**config.mk**
```make
export PLATFORM = sky130hd
export DESIGN_NAME = param_fifo_buffer
export DESIGN_NICKNAME = d
export VERILOG_FILES = /design/src/rtl/param_fifo_buffer.sv
export SDC_FILE = /design/constraint.sdc
export NUM_CORES = 1
export LEC_CHECK = 0
export CORE_ASPECT_RATIO = 1.25
export CORE_UTILIZATION = 55
export DETAILED_ROUTE_END_ITERATION = 8
export PLACE_DENSITY = 0.68
export SKIP_CTS_REPAIR_TIMING = 1
export SLEW_MARGIN = 0
export SYNTH_ARGS = -nofsm -noshare
export SYNTH_HDL_FRONTEND = slang
export SYNTH_SLANG_ARGS = --single-unit
```
**constraint.sdc**
```tcl
create_clock -name CLK -period 9 [get_ports CLK]
set_input_delay 1.8 -clock CLK [delete_from_list [all_inputs] [get_ports CLK]]
set_output_delay 1.8 -clock CLK [all_outputs]
set_load 0.005 [all_outputs]
```
**src/rtl/param_fifo_buffer.sv**
```systemverilog
// Parametrised single-clock FIFO with registered or first-word-fall-through read,
// occupancy count, almost-full/empty thresholds and sticky overflow/underflow flags.
module param_fifo_buffer #(
    parameter  int DATA_WIDTH = 32,
    parameter  int DEPTH      = 32,
    parameter  int FWFT       = 0,
    parameter  int AF_THRESH  = DEPTH - 2,
    parameter  int AE_THRESH  = 2,
    localparam int CW         = $clog2(DEPTH + 1)
) (
    input  logic                  CLK,
    input  logic                  nRST,
    input  logic                  clear,
    input  logic                  write_en,
    input  logic [DATA_WIDTH-1:0] din,
    input  logic                  read_en,
    output logic [DATA_WIDTH-1:0] dout,
    output logic                  dout_valid,
    output logic                  full,
    output logic                  empty,
    output logic                  almost_full,
    output logic                  almost_empty,
    output logic [CW-1:0]         count,
    output logic                  overflow,
    output logic                  underflow
);

    localparam int             PW       = (DEPTH > 1) ? $clog2(DEPTH) : 1;
    localparam logic [PW-1:0]  LAST_PTR = PW'(DEPTH - 1);

    logic [DATA_WIDTH-1:0] mem_q [DEPTH];
    logic [PW-1:0]         wr_ptr_q, wr_ptr_d;
    logic [PW-1:0]         rd_ptr_q, rd_ptr_d;
    logic [CW-1:0]         count_q, count_d;
    logic                  overflow_q, overflow_d;
    logic                  underflow_q, underflow_d;
    logic                  rd_acc, wr_acc;
    logic [DATA_WIDTH-1:0] head;

    // Explicit wrap so DEPTH need not be a power of two.
    function automatic logic [PW-1:0] next_ptr(input logic [PW-1:0] ptr);
        return (ptr == LAST_PTR) ? '0 : ptr + 1'b1;
    endfunction

    assign full         = (count_q == CW'(DEPTH));
    assign empty        = (count_q == '0);
    assign almost_full  = (count_q >= CW'(AF_THRESH));
    assign almost_empty = (count_q <= CW'(AE_THRESH));
    assign count        = count_q;
    assign overflow     = overflow_q;
    assign underflow    = underflow_q;
    assign head         = mem_q[rd_ptr_q];

    // A full FIFO still takes a write when a read frees a slot in the same cycle.
    assign rd_acc = read_en  & ~clear & ~empty;
    assign wr_acc = write_en & ~clear & (~full | rd_acc);

    always_comb begin
        // NOTE: every _d gets a default first so no path leaves it unassigned (no latch).
        wr_ptr_d    = wr_ptr_q;
        rd_ptr_d    = rd_ptr_q;
        count_d     = count_q;
        overflow_d  = overflow_q;
        underflow_d = underflow_q;
        if (clear) begin
            wr_ptr_d    = '0;
            rd_ptr_d    = '0;
            count_d     = '0;
            overflow_d  = 1'b0;
            underflow_d = 1'b0;
        end else begin
            if (wr_acc) wr_ptr_d = next_ptr(wr_ptr_q);
            if (rd_acc) rd_ptr_d = next_ptr(rd_ptr_q);
            count_d = count_q + CW'(wr_acc) - CW'(rd_acc);
            if (write_en && !wr_acc) overflow_d  = 1'b1;
            if (read_en  && !rd_acc) underflow_d = 1'b1;
        end
    end

    // NOTE: state registers use non-blocking assignment so all flops sample together.
    always_ff @(posedge CLK or negedge nRST) begin
        if (!nRST) begin
            wr_ptr_q    <= '0;
            rd_ptr_q    <= '0;
            count_q     <= '0;
            overflow_q  <= 1'b0;
            underflow_q <= 1'b0;
        end else begin
            wr_ptr_q    <= wr_ptr_d;
            rd_ptr_q    <= rd_ptr_d;
            count_q     <= count_d;
            overflow_q  <= overflow_d;
            underflow_q <= underflow_d;
        end
    end

    // NOTE: storage has no reset; entries outside the occupied window are never observed.
    always_ff @(posedge CLK) begin
        if (wr_acc) mem_q[wr_ptr_q] <= din;
    end

    generate
        if (FWFT != 0) begin : g_fwft
            assign dout       = empty ? '0 : head;
            assign dout_valid = ~empty;
        end else begin : g_registered
            logic [DATA_WIDTH-1:0] dout_q;
            logic                  dout_valid_q;

            always_ff @(posedge CLK or negedge nRST) begin
                if (!nRST) begin
                    dout_q       <= '0;
                    dout_valid_q <= 1'b0;
                end else if (clear) begin
                    dout_q       <= '0;
                    dout_valid_q <= 1'b0;
                end else begin
                    dout_valid_q <= rd_acc;
                    if (rd_acc) dout_q <= head;
                end
            end

            assign dout       = dout_q;
            assign dout_valid = dout_valid_q;
        end
    endgenerate

endmodule

```
# == Word-level counts from Yosys, hierarchy flattened ==
# Memories as Yosys holds them, arrays and structs flattened.
# Cells that the tools add are included.
# W data, S select, Z words.
# totals
regBits,51
ramBits,1024
output_inout_bits,45
mem_count,1
# op_classes
addsub,4
magnitude_cmp,2
n_eq_ne,3
n_mux,16
n_bitwise,8
reduce_logical,9
# mem_list
memory,words,width,read_ports,rd_clocked_by_memory_dff,write_ports,line,text
mem_q,32,32,1,0,1,31,logic [DATA_WIDTH-1:0] mem_q [DEPTH];
# op_table
operator,n
$mux W32,2
$mux W5,6
$add A5 B1 Y5 const B,2
$eq A5 B5 Y1 const B,2
$reduce_bool A2 Y1,4
$mux W1,7
$add A6 B1 Y6,1
$eq A6 B6 Y1 const B,1
$ge A6 B5 Y1 const B,1
$le A6 B2 Y1 const B,1
$logic_not A6 Y1,1
$mux W6,1
$sub A6 B1 Y6,1
$and A1 B1 Y1,4
$not A1 Y1,3
$logic_and A1 B1 Y1,2
$logic_not A1 Y1,2
$or A1 B1 Y1,1

# == Longest topological paths before layout ==
# Gate-level depths: netlist of run 1.
# logic_depth
ltp_word,9
mapped_depth,16

# == Worst setup path before layout of run 1 ==
# Ideal clock, no wire load.
# synth_path
path_type,input-to-reg
from,input port clear
to,"memory mem_q[29][0], enable pin"
setup_time_ns,0.421
t_arrival_ns,3.954
required_ns,8.579
path_slack_ns,4.625
stages,4
n_path_buf,1
path_cell_list,clkbuf_1 -> nor3b_1 -> nand2_1 -> nor2_1
# synth_between
elab_chain_len,7
# synth_rtl
element,line,text
start: declaration,13,"input logic clear,"
$not A1 Y1 *,"55, 56",
$and A1 B1 Y1 (2 in series),55,assign rd_acc = read_en & ~clear & ~empty;
$or A1 B1 Y1,56,assign wr_acc = write_en & ~clear & (~full | rd_acc);
$and A1 B1 Y1 *,56,
$mux W1 *,99,if (wr_acc) mem_q[wr_ptr_q] <= din;
$mux W1 (implied by the code) *,99,
end: declaration,31,
# Every way passes the cells marked *; elsewhere a longest branch is shown, timed or not.

# == Final worst setup path of run 1 ==
# layout_path
from,input port read_en
to,"memory mem_q[18][2], enable pin"
# layout_between
elab_chain_len,6
# layout_rtl
element,line,text
start: declaration,16,"input logic read_en,"
$and A1 B1 Y1 (2 in series),55,
$or A1 B1 Y1,56,
$and A1 B1 Y1,56,
$mux W1,99,
$mux W1 (implied by the code),99,
# No other way between the ends.

==> results of run 1 <==
==> layer usage <==
layer | global-route usage | wire [um] | up-vias
li1 | - | - | 8743
met4 | 0.08667 | 3253 | 0
met2 | 0.4728 | 54100 | 915
met3 | 0.03497 | 7037 | 141
met1 | 0.3636 | 39940 | 10990
met5 | 0 | 0 | -
==> Yosys cell counts (all sizes together) <==
master   instances  share of area
buf             66          0.010
nor2b           18         0.0027
o21bai           1        0.00018
a211o           14         0.0029
a32o             1        0.00024
xor2             1        0.00021
edfxtp        1024           0.73
a211oi          24         0.0043
inv             16         0.0014
nand4            2        0.00030
or4              3        0.00054
nor4             1        0.00015
a21boi           7         0.0013
nand2b           1        0.00015
nor3             1        0.00012
mux2i          198          0.047
ha              19         0.0057
o22a            18         0.0038
a22o            13         0.0027
nand2           39         0.0035
xnor2            1        0.00021
or3              3        0.00045
nor2            48         0.0043
a22oi           67          0.012
dfrtp           51          0.030
nor3b            4        0.00084
a21oi           52         0.0062
a31oi            2        0.00030
o2111ai          7         0.0015
fa               1        0.00048
mux4           181          0.097
a21o             2        0.00036
or3b             3        0.00063
nand3           16         0.0019
a2111oi         13         0.0027
and3            10         0.0015
nand3b           3        0.00054
o21ai           45         0.0054
and2             2        0.00030
o21a            14         0.0025
o22ai           21         0.0031
nand4bb          2        0.00054
clkbuf          57         0.0051
or4b             2        0.00048
==> cells by family (layout without fill, tap and decap cells) <==
family / count (synthesis) / in the layout
AO/OA/AOI/OAI: 301 / 301
XOR/XNOR: 2 / 2
adder cells (fa/ha/maj): 20 / 20
buffers and inverters: 139 / 299
flip-flops: 1075 / 1075
multiplexers: 379 / 379
other: 0 / 2
AND/OR/NAND/NOR: 158 / 158
==> area by class of cell <==
class	instances	area share
Sequential cell	1075	0.6826
Multi-Input combinational cell	860	0.2022
Clock buffer	125	0.05614
Tap cell	969	0.02583
Timing Repair Buffer	102	0.01807
Clock inverter	56	0.01381
Inverter	16	0.001280
Antenna cell	2	0.0001066
==> stage by stage <==
step           cells  setup slack [ns]  area [um^2]
2_1_floorplan   2074             4.625        41920
5_1_grt         3203             3.744        46930
3_5_place_dp    3022             3.175        43650
4_1_cts         3203             3.823        46930
3_3_place_gp    3022             3.221        43650
6_report        3205             3.806        46940
==> power by group through the flow <==
stage          combinational (mW)  sequential (mW)  clock [mW]
3_5_place_dp                 1.93             5.84           0
4_1_cts                      1.93             5.74        4.28
3_3_place_gp                 1.91             5.84           0
2_1_floorplan                1.25             5.73           0
6_report                     1.92             5.74        4.25
5_1_grt                      2.01             5.75        4.46
==> sequential cells by signal, indices dropped and copies added, names as in the netlist <==
signal and flops:
mem_q 1024, dout 32, count 6, rd_ptr_q 5, wr_ptr_q 5, dout_valid 1, overflow 1, underflow 1
==> how the worst min path moves through the flow <==
| stage | start | end | slack (ns) | cells after the start |
|---|---|---|---|---|
| 2_1_floorplan | overflow | overflow | 0.49 | 2 |
| 3_3_place_gp | underflow | underflow | 0.51 | 2 |
| 3_5_place_dp | overflow | overflow | 0.54 | 2 |
| 4_1_cts | overflow | overflow | 0.55 | 2 |
| 5_1_grt | overflow | overflow | 0.60 | 2 |
| 6_report | underflow | underflow | 0.55 | 2 |
==> critical path, delay by kind of cell <==
kind	cells	cell delay, ns
buffers and inverters	1	0.73
and+or+nand+nor	3	2.70
AOI/OAI and AO/OA	1	0.16
==> impl_results.md, run 1 <==
* Crit path to: mem_q[18][2]
* Core Rows at 112
* Detailed Route WL at 104,300 um
* Slew Viols, Final at 0
* Vias in the first global route at 20,460
* Avg Cell Area, Syn at 20.21 um^2
* F_max at 0.1925 GHz
* Clk slew on worst S/H paths at 0.06 ns
* Clock power share at 0.357
* Power Density at 253.7 nW/um^2
* Die H at 310.7 um
* Worst slew pin tran at 1.399 ns
* Via/cell ratio at 6.487
* Sw Share at 0.2537
* Tot GR Track Use at 0.2736
* Adder-cell share of the synthesized area at 0.006148
* Period utilization at 0.5771
* Mapped Area at 41,920 um^2
* Critical path fanouts, max at 32
* Ys Warns at 0
* Worst-Skew Late Latency at 0.65 ns
* HP Class: register to register
* Commonest cells after routing, fill and taps aside: edfxtp_1, mux2i_1, mux4_2
* Critical Path Source Type: input port
* Pint at 8.885 mW
* Cells along the critical path: clkdlybuf4s50_1 -> a21oi_1 -> nor3b_1 -> nand2_1 -> nor2_4
* Fillers at 5,072
* Die area at 77,340 um^2
* Setup CP Type: input port to register
* CTS root buf: clkbuf_16
* WP data required at 9.25 ns
* Final core occ at 0.6261
* Unrepaired setup endpoints after global routing: false
* Final setup violation count at 0
* Mux share of post-synthesis cell area at 0.1445
* XOR/XNOR share of the synthesized area at 0.0004178
* HPWL Detailed at 62,300 um
* Number of cells produced by synthesis at 2,074
* Worst r2r dst: mem_q[18][2]
* Max cap viols at 0
* Routed vias at 20,790
* Total Neg Setup Slack at 0 ns
* FF-to-FF setup slack at 4.84 ns
* Worst slew margin at 0.04341
* Psw at 3.021 mW
* Setup Skew at 0.01523 ns
* Nets@finish at 2,209
* VDD IR max at 0.0001589 V
* Final hold viol count at 0
* Critical Path AT at 5.45 ns
* Share of cells above drive strength 1 at 0.1920
* Post-synthesis simple-gate area fraction at 0.01889
* WL/cell at 32.55 um
* Min Tclk post-route at 5.194 ns
* Post-Syn Nets at 2,131
* Status: complete, no violations
* Area delta synth->final at 11.97%
* Worst Setup SP: read_en
* Initial core utilization at 0.5592
* Combinational group share of total power at 0.161
* Cell variety after synth at 50
* H-tree depth at 3
* CTS tree: done
* Combinational family with the most area after synthesis: multiplexers
* Initial antenna violation count at 3
* Routed Antenna Nets at 0
* Ports at 82
* Seq/Total Area, Yosys at 0.7639
* Total Power at 11.91 mW
* Reg2Reg Depth at 7
* First-pass GRT wire length at 149,000 um
* Seq. cell area at 32,040 um^2
* Critical path endpoint category: register
* Worst path slowest cell: nor2_4
* CTS Buf Count at 97
* TritonRoute pass-1 iters at 5
* Area of the multi-input gates at 9489 um^2
* Compound-Gate Fraction of Synth Area at 0.04943
* Commonest non-fill, non-tap cell in the layout: edfxtp_1
* DRC violations left at 0
* Initial detailed-routing violation count at 2,283
* Total grt overflow at 0
* Clock Sinks at 1,075
* Chip width at 248.9 um
* Core region area at 74,970 um^2
* Hold_ws at 0.5481 ns
* Flop pwr share at 0.482
* Clock tree buffer depth at 3
* Leakage at 14.41 nW
* Crit path largest cell delay at 1.18 ns
* FF+latch count, synth at 1,075
* Pin count of the biggest net entering global routing at 151
* Placer Congestion at 0.8269
* PortBufs at 81
* Worst r2r src: count[3]
(Power assumes the default switching activity.)
==> inputs of run 2 (changes only) <==
Clock period 9 ns to 5 ns, I/O delays scaled along.
==> impl_results.md, run 2 (same netlist as run 1, synthesis figures left out) <==
* Worst slew pin tran at 1.308 ns (-0.09085 ns)
* WP data required at 4.00 ns (-5.25 ns)
* Unrepaired setup endpoints after global routing: false
* Commonest cells after routing, fill and taps aside: edfxtp_1, mux2i_1, mux4_2
* Worst path slowest cell: clkdlybuf4s50_1
* Chip width at 248.9 um (unchanged)
* Clock Sinks at 1,075 (unchanged)
* Nets@finish at 2,286 (+3.5%)
* Critical path fanouts, max at 6 (-81%)
* CTS tree: done
* Routed vias at 21,200 (+2.0%)
* Leakage at 14.87 nW (+3.2%)
* Detailed Route WL at 104,200 um (-0.17%)
* Pin count of the biggest net entering global routing at 73 (-52%)
* Initial detailed-routing violation count at 2,348 (+2.8%)
* Max cap viols at 0 (unchanged)
* Critical Path Source Type: register
* Most Frequent Cell on Critical Path: inv_1
* Critical Path AT at 2.57 ns (-2.88 ns)
* Final hold viol count at 0 (unchanged)
* Core region area at 74,970 um^2 (unchanged)
* Final setup violation count at 0 (unchanged)
* Period utilization at 0.7148
* Die area at 77,340 um^2 (unchanged)
* F_max at 0.2798 GHz
* Max reg flops at 1,024 (unchanged)
* VDD IR max at 0.0003312 V (+110%)
* Die H at 310.7 um (unchanged)
* WL/cell at 31.71 um (-2.6%)
* Critical path endpoint category: output port
* H-tree depth at 3 (unchanged)
* Crit path largest cell delay at 0.55 ns (-0.63 ns)
* Total Neg Setup Slack at 0 ns (unchanged)
* Clk slew on worst S/H paths at 0.06 ns (about the same)
* PortBufs at 81 (unchanged)
* Commonest non-fill, non-tap cell in the layout: edfxtp_1
* Biggest register: mem_q
* Setup CP Type: register to output port
* Worst-Skew Late Latency at 0.68 ns (+0.03 ns)
* Clock tree buffer depth at 3 (unchanged)
* Tot GR Track Use at 0.2744 (+0.0007244)
* Area delta synth->final at 14.23%
* CTS root buf: clkbuf_16
* DRC violations left at 0 (unchanged)
* Hold_ws at 0.3697 ns (-0.1785 ns)
* Min Tclk post-route at 3.574 ns
* Total Power at 21.51 mW (+81%)
* First-pass GRT wire length at 151,800 um (+1.9%)
* Core Rows at 112 (unchanged)
* Total grt overflow at 0 (unchanged)
* Ports at 82 (unchanged)
* Setup Skew at 0.02552 ns (+0.01029 ns)
* HP Class: input port to async pin
* Status: complete, no violations
* Placer Congestion at 0.8539 (+3.3%)
* Slew Viols, Final at 0 (unchanged)
* CTS Buf Count at 102 (+5.2%)
* Initial core utilization at 0.5592 (unchanged)
* Via/cell ratio at 6.455 (-0.50%)
* Routed Antenna Nets at 0 (unchanged)
* Cells along the critical path: inv_1 -> ha_1 -> nand4bb_1 -> inv_1 -> clkdlybuf4s50_1
* ANT cells at 0 (-2)
* Worst slew margin at 0.1254 (+0.08195)
* Share of cells above drive strength 1 at 0.2051 (+0.01306)
* HPWL Detailed at 63,250 um (+1.5%)
* Initial antenna violation count at 1 (-2)
* TritonRoute pass-1 iters at 8 (+3)
* Power Density at 449.3 nW/um^2 (+77%)
* Vias in the first global route at 21,550 (+5.4%)
-- run 2: cell types whose count changed in the layout (fill, tap and decap cells not counted), moves of 4 or more --
cell	delta
clkbuf_8	-4
buf_2	-27
clkbuf_16	+5
buf_12	+13
clkdlybuf4s50_1	+27
inv_6	-4
clkinv_1	+11
buf_4	+59
-- run 2: through the flow --
step | utilization | cells | area [um^2] | setup slack [ns]
2_1_floorplan | - | 2074 | 41920 | 1.425
3_3_place_gp | 0.5934 | 3094 | 44490 | 1.077
3_5_place_dp | 0.5934 | 3094 | 44490 | 1.032
4_1_cts | 0.6387 | 3285 | 47890 | 1.380
5_1_grt | 0.6387 | 3285 | 47890 | 1.193
6_report | 0.6387 | 3285 | 47890 | 1.426
-- run 2: final timing paths --
kind                       slack, ns      start     endpoint  cells after the start
min                             0.37       nRST  wr_ptr_q[0]                      1
max reg2reg                     1.53   count[4]     count[4]                     14
min reg2reg                     0.54  underflow    underflow                      2
max                             1.43   count[4]        empty                      5
min in group CLK                0.54  underflow    underflow                      2
max in group asynchronous       3.55       nRST  rd_ptr_q[0]                      2
-- run 2: layout make-up --
class / count / area [um^2]
sequential: 1075 / 32040
tap: 969 / 1212
clock buffer: 124 / 2698
timing repair buffer: 174 / 1687
clock inverter: 67 / 701.9
multi-input combinational: 860 / 9489
fill: 4962 / 27080
inverter: 16 / 60.06
-- run 2: layer usage --
metal | track usage | vias to the layer above | wire (um)
li1 | - | 8904 | -
met2 | 0.4738 | 944 | 54460
met4 | 0.1249 | 0 | 4501
met3 | 0.03622 | 184 | 6916
met1 | 0.3478 | 11170 | 38270
met5 | 0 | - | 0
-- run 2: power by group --
| part | internal, mW | switching, mW | leakage [nW] | total [mW] |
|---|---|---|---|---|
| registers | 10.0 | 0.280 | 9.89 | 10.3 |
| clock network | 4.56 | 3.29 | 1.66 | 7.85 |
| logic | 1.55 | 1.81 | 3.32 | 3.36 |
-- run 2: worst max-delay path, delay by kind of cell, from the launching register on --
kind                       cells  cell delay, ns
adders and majority gates      1            0.19
buffers and inverters          3            1.00
DFF                            1            0.40
and+or+nand+nor                1            0.31
==> inputs of run 3 (changes only) <==
Settings changed: PLACE_DENSITY 0.68 to 0.71.
Clock period 5 ns to 2.9 ns, I/O delays scaled along.
==> impl_results.md, run 3 (same netlist as run 1, synthesis figures left out) <==
* Status: complete, no violations
* Setup Skew at 0.03727 ns (+0.01175 ns)
* Fillers at 4,779 (-3.7%)
* Via/cell ratio at 6.426 (-0.45%)
* Critical path fanouts, max at 23 (+17)
* Critical Path AT at 3.13 ns (+0.56 ns)
* Reg2Reg Depth at 11 (-3)
* Clk slew on worst S/H paths at 0.07 ns (about the same)
* Core region area at 74,970 um^2 (unchanged)
* Sw Share at 0.2517 (+0.001929)
* WP data required at 3.24 ns (-0.76 ns)
* Power Density at 749.6 nW/um^2 (+67%)
* Worst Setup SP: count[4]
* ANT cells at 0 (unchanged)
* Crit path largest cell delay at 0.47 ns (-0.08 ns)
* Combinational group share of total power at 0.173 (+0.017)
* H-tree depth at 3 (unchanged)
* FF-to-FF setup slack at 0.11 ns (-1.42 ns)
* Placer Congestion at 0.8346 (-2.3%)
* TritonRoute pass-1 iters at 7 (-1)
* Chip width at 248.9 um (unchanged)
* CTS Buf Count at 98 (-3.9%)
* CTS root buf: clkbuf_16
* Worst slew pin tran at 0.8432 ns (-0.4647 ns)
* Worst slew margin at 0.4379 (+0.3125)
* Worst-Skew Late Latency at 0.68 ns (about the same)
* First-pass GRT wire length at 150,100 um (-1.1%)
* Core Rows at 112 (unchanged)
* Initial core utilization at 0.5592 (unchanged)
* Clock tree buffer depth at 3 (unchanged)
* Clock power share at 0.347 (-0.018)
* Total grt overflow at 0 (unchanged)
* Placed Instance Area at 45,820 um^2 (+3.0%)
* Commonest cells after routing, fill and taps aside: edfxtp_1, mux2i_1, mux4_2
* Clock Sinks at 1,075 (unchanged)
* HPWL Detailed at 62,340 um (-1.4%)
* Initial detailed-routing violation count at 2,381 (+1.4%)
* Nets@finish at 2,388 (+4.5%)
* Final setup violation count at 0 (unchanged)
* WL/cell at 30.04 um (-5.3%)
* Ports at 82 (unchanged)
* Die H at 310.7 um (unchanged)
* F_max at 0.3582 GHz
* Critical path endpoint category: register
* Initial antenna violation count at 1 (unchanged)
* Tot GR Track Use at 0.2676 (-0.006716)
* Commonest non-fill, non-tap cell in the layout: edfxtp_1
* Detailed Route WL at 101,600 um (-2.4%)
* Die area at 77,340 um^2 (unchanged)
* Slew Viols, Final at 0 (unchanged)
* CTS tree: done
* Final hold viol count at 0 (unchanged)
* Total Power at 36.75 mW (+71%)
* Pint at 27.50 mW (+70%)
* Final Instance Area at 49,030 um^2 (+2.4%)
* Vias in the first global route at 22,420 (+4.0%)
* Pin count of the biggest net entering global routing at 53 (-27%)
* DRC violations left at 0 (unchanged)
* Biggest register: mem_q
* Area delta synth->final at 16.95%
* VDD IR max at 0.0004529 V (+37%)
* Crit path to: mem_q[26][19]
* Period utilization at 0.9627
* Max reg flops at 1,024 (unchanged)
* Worst path slowest cell: nor3b_1
* Min Tclk post-route at 2.792 ns
* Share of cells above drive strength 1 at 0.2406 (+0.03548)
* Flop pwr share at 0.481 (+0.002)
* Worst r2r src: count[4]
* Cells along the critical path: inv_1 -> buf_4 -> ha_1 -> nand4bb_1 -> a21oi_1 -> nor3b_1 -> buf_4 -> nand2_1 -> buf_12 -> nor2_4 -> buf_12
* PortBufs at 81 (unchanged)
* HP Class: input port to register
* Critical Path Source Type: register
* Routed vias at 21,750 (+2.6%)
* Psw at 9.251 mW (+72%)
* Worst r2r dst: mem_q[26][19]
* Max cap viols at 0 (unchanged)
* Routed Antenna Nets at 0 (unchanged)
* Setup CP Type: register to register
* Leakage at 15.47 nW (+4.1%)
==> run 3: cell types whose count changed in the layout (fill, tap and decap cells not counted), moves of 2 or more <==
| cell | previous run | this run |
|---|---|---|
| clkbuf_16 | 104 | 101 |
| bufinv_16 | 14 | 8 |
| buf_12 | 15 | 59 |
| clkinvlp_4 | 4 | 2 |
| clkinv_2 | 19 | 24 |
| buf_4 | 78 | 138 |
| a2111oi_0 | 13 | 11 |
==> run 3: metal layers <==
layer  share of wire  GRT usage  vias up  wire length [um]
li1                -          -     9112                 -
met4           0.028    0.09049        0              2825
met5               0          0        -                 0
met3           0.073    0.03882      164              7393
met1            0.39     0.3586    11500             39180
met2            0.51     0.4533      970             52250
==> run 3: power groups by stage <==
stage,registers (mW),clock network [mW],logic (mW)
floorplan,17.8,0,3.87
global placement,18.0,0,6.22
detailed placement,18.0,0,6.31
CTS,17.7,12.9,6.34
global route,17.7,13.5,6.74
finish,17.7,12.7,6.35
==> run 3: metrics by stage <==
| step | hold slack, ns | util | TNS (ns) | worst slack [ns] | std cells |
|---|---|---|---|---|---|
| final | 0.3770 | 0.6540 | 0 | 0.1081 | 3384 |
| after CTS | -0.04290 | 0.6533 | -0.4440 | -0.2204 | 3382 |
| after global placement | 0.5167 | 0.6111 | -92.56 | -0.2834 | 3198 |
| after global routing | 0.4177 | 0.6540 | -0.01097 | -0.01097 | 3384 |
| after detailed placement | 0.5269 | 0.6111 | -106.73 | -0.3163 | 3198 |
| after floorplan | 0.2844 | - | -340.82 | -0.3348 | 2074 |
==> run 3: layout make-up <==
class                      count  area (um^2)  area share
timing repair buffer         280         3042     0.06204
multi-input combinational    860         9512      0.1940
sequential                  1075        32040      0.6535
clock inverter                64        544.3     0.01110
inverter                      16        60.06    0.001225
tap                          969         1212     0.02473
clock buffer                 120         2619     0.05341
==> run 3: worst max-delay path: cells and delay by family (launching register included) <==
family | cells | cell delay, ns
AOI/OAI and AO/OA | 1 | 0.09
adders and majority gates | 1 | 0.19
buffers and inverters | 5 | 0.85
DFF | 1 | 0.37
and+or+nand+nor | 4 | 0.90
==> run 3: how the worst min path moves through the flow <==
| stage | from | endpoint | cells past startpoint | slack [ns] |
|---|---|---|---|---|
| 2_1_floorplan | nRST | count[0] | 0 | 0.28 |
| 3_3_place_gp | overflow | overflow | 2 | 0.52 |
| 3_5_place_dp | overflow | overflow | 2 | 0.53 |
| 4_1_cts | nRST | count[3] | 1 | -0.04 |
| 5_1_grt | clear | dout_valid | 4 | 0.42 |
| 6_report | clear | count[5] | 5 | 0.38 |
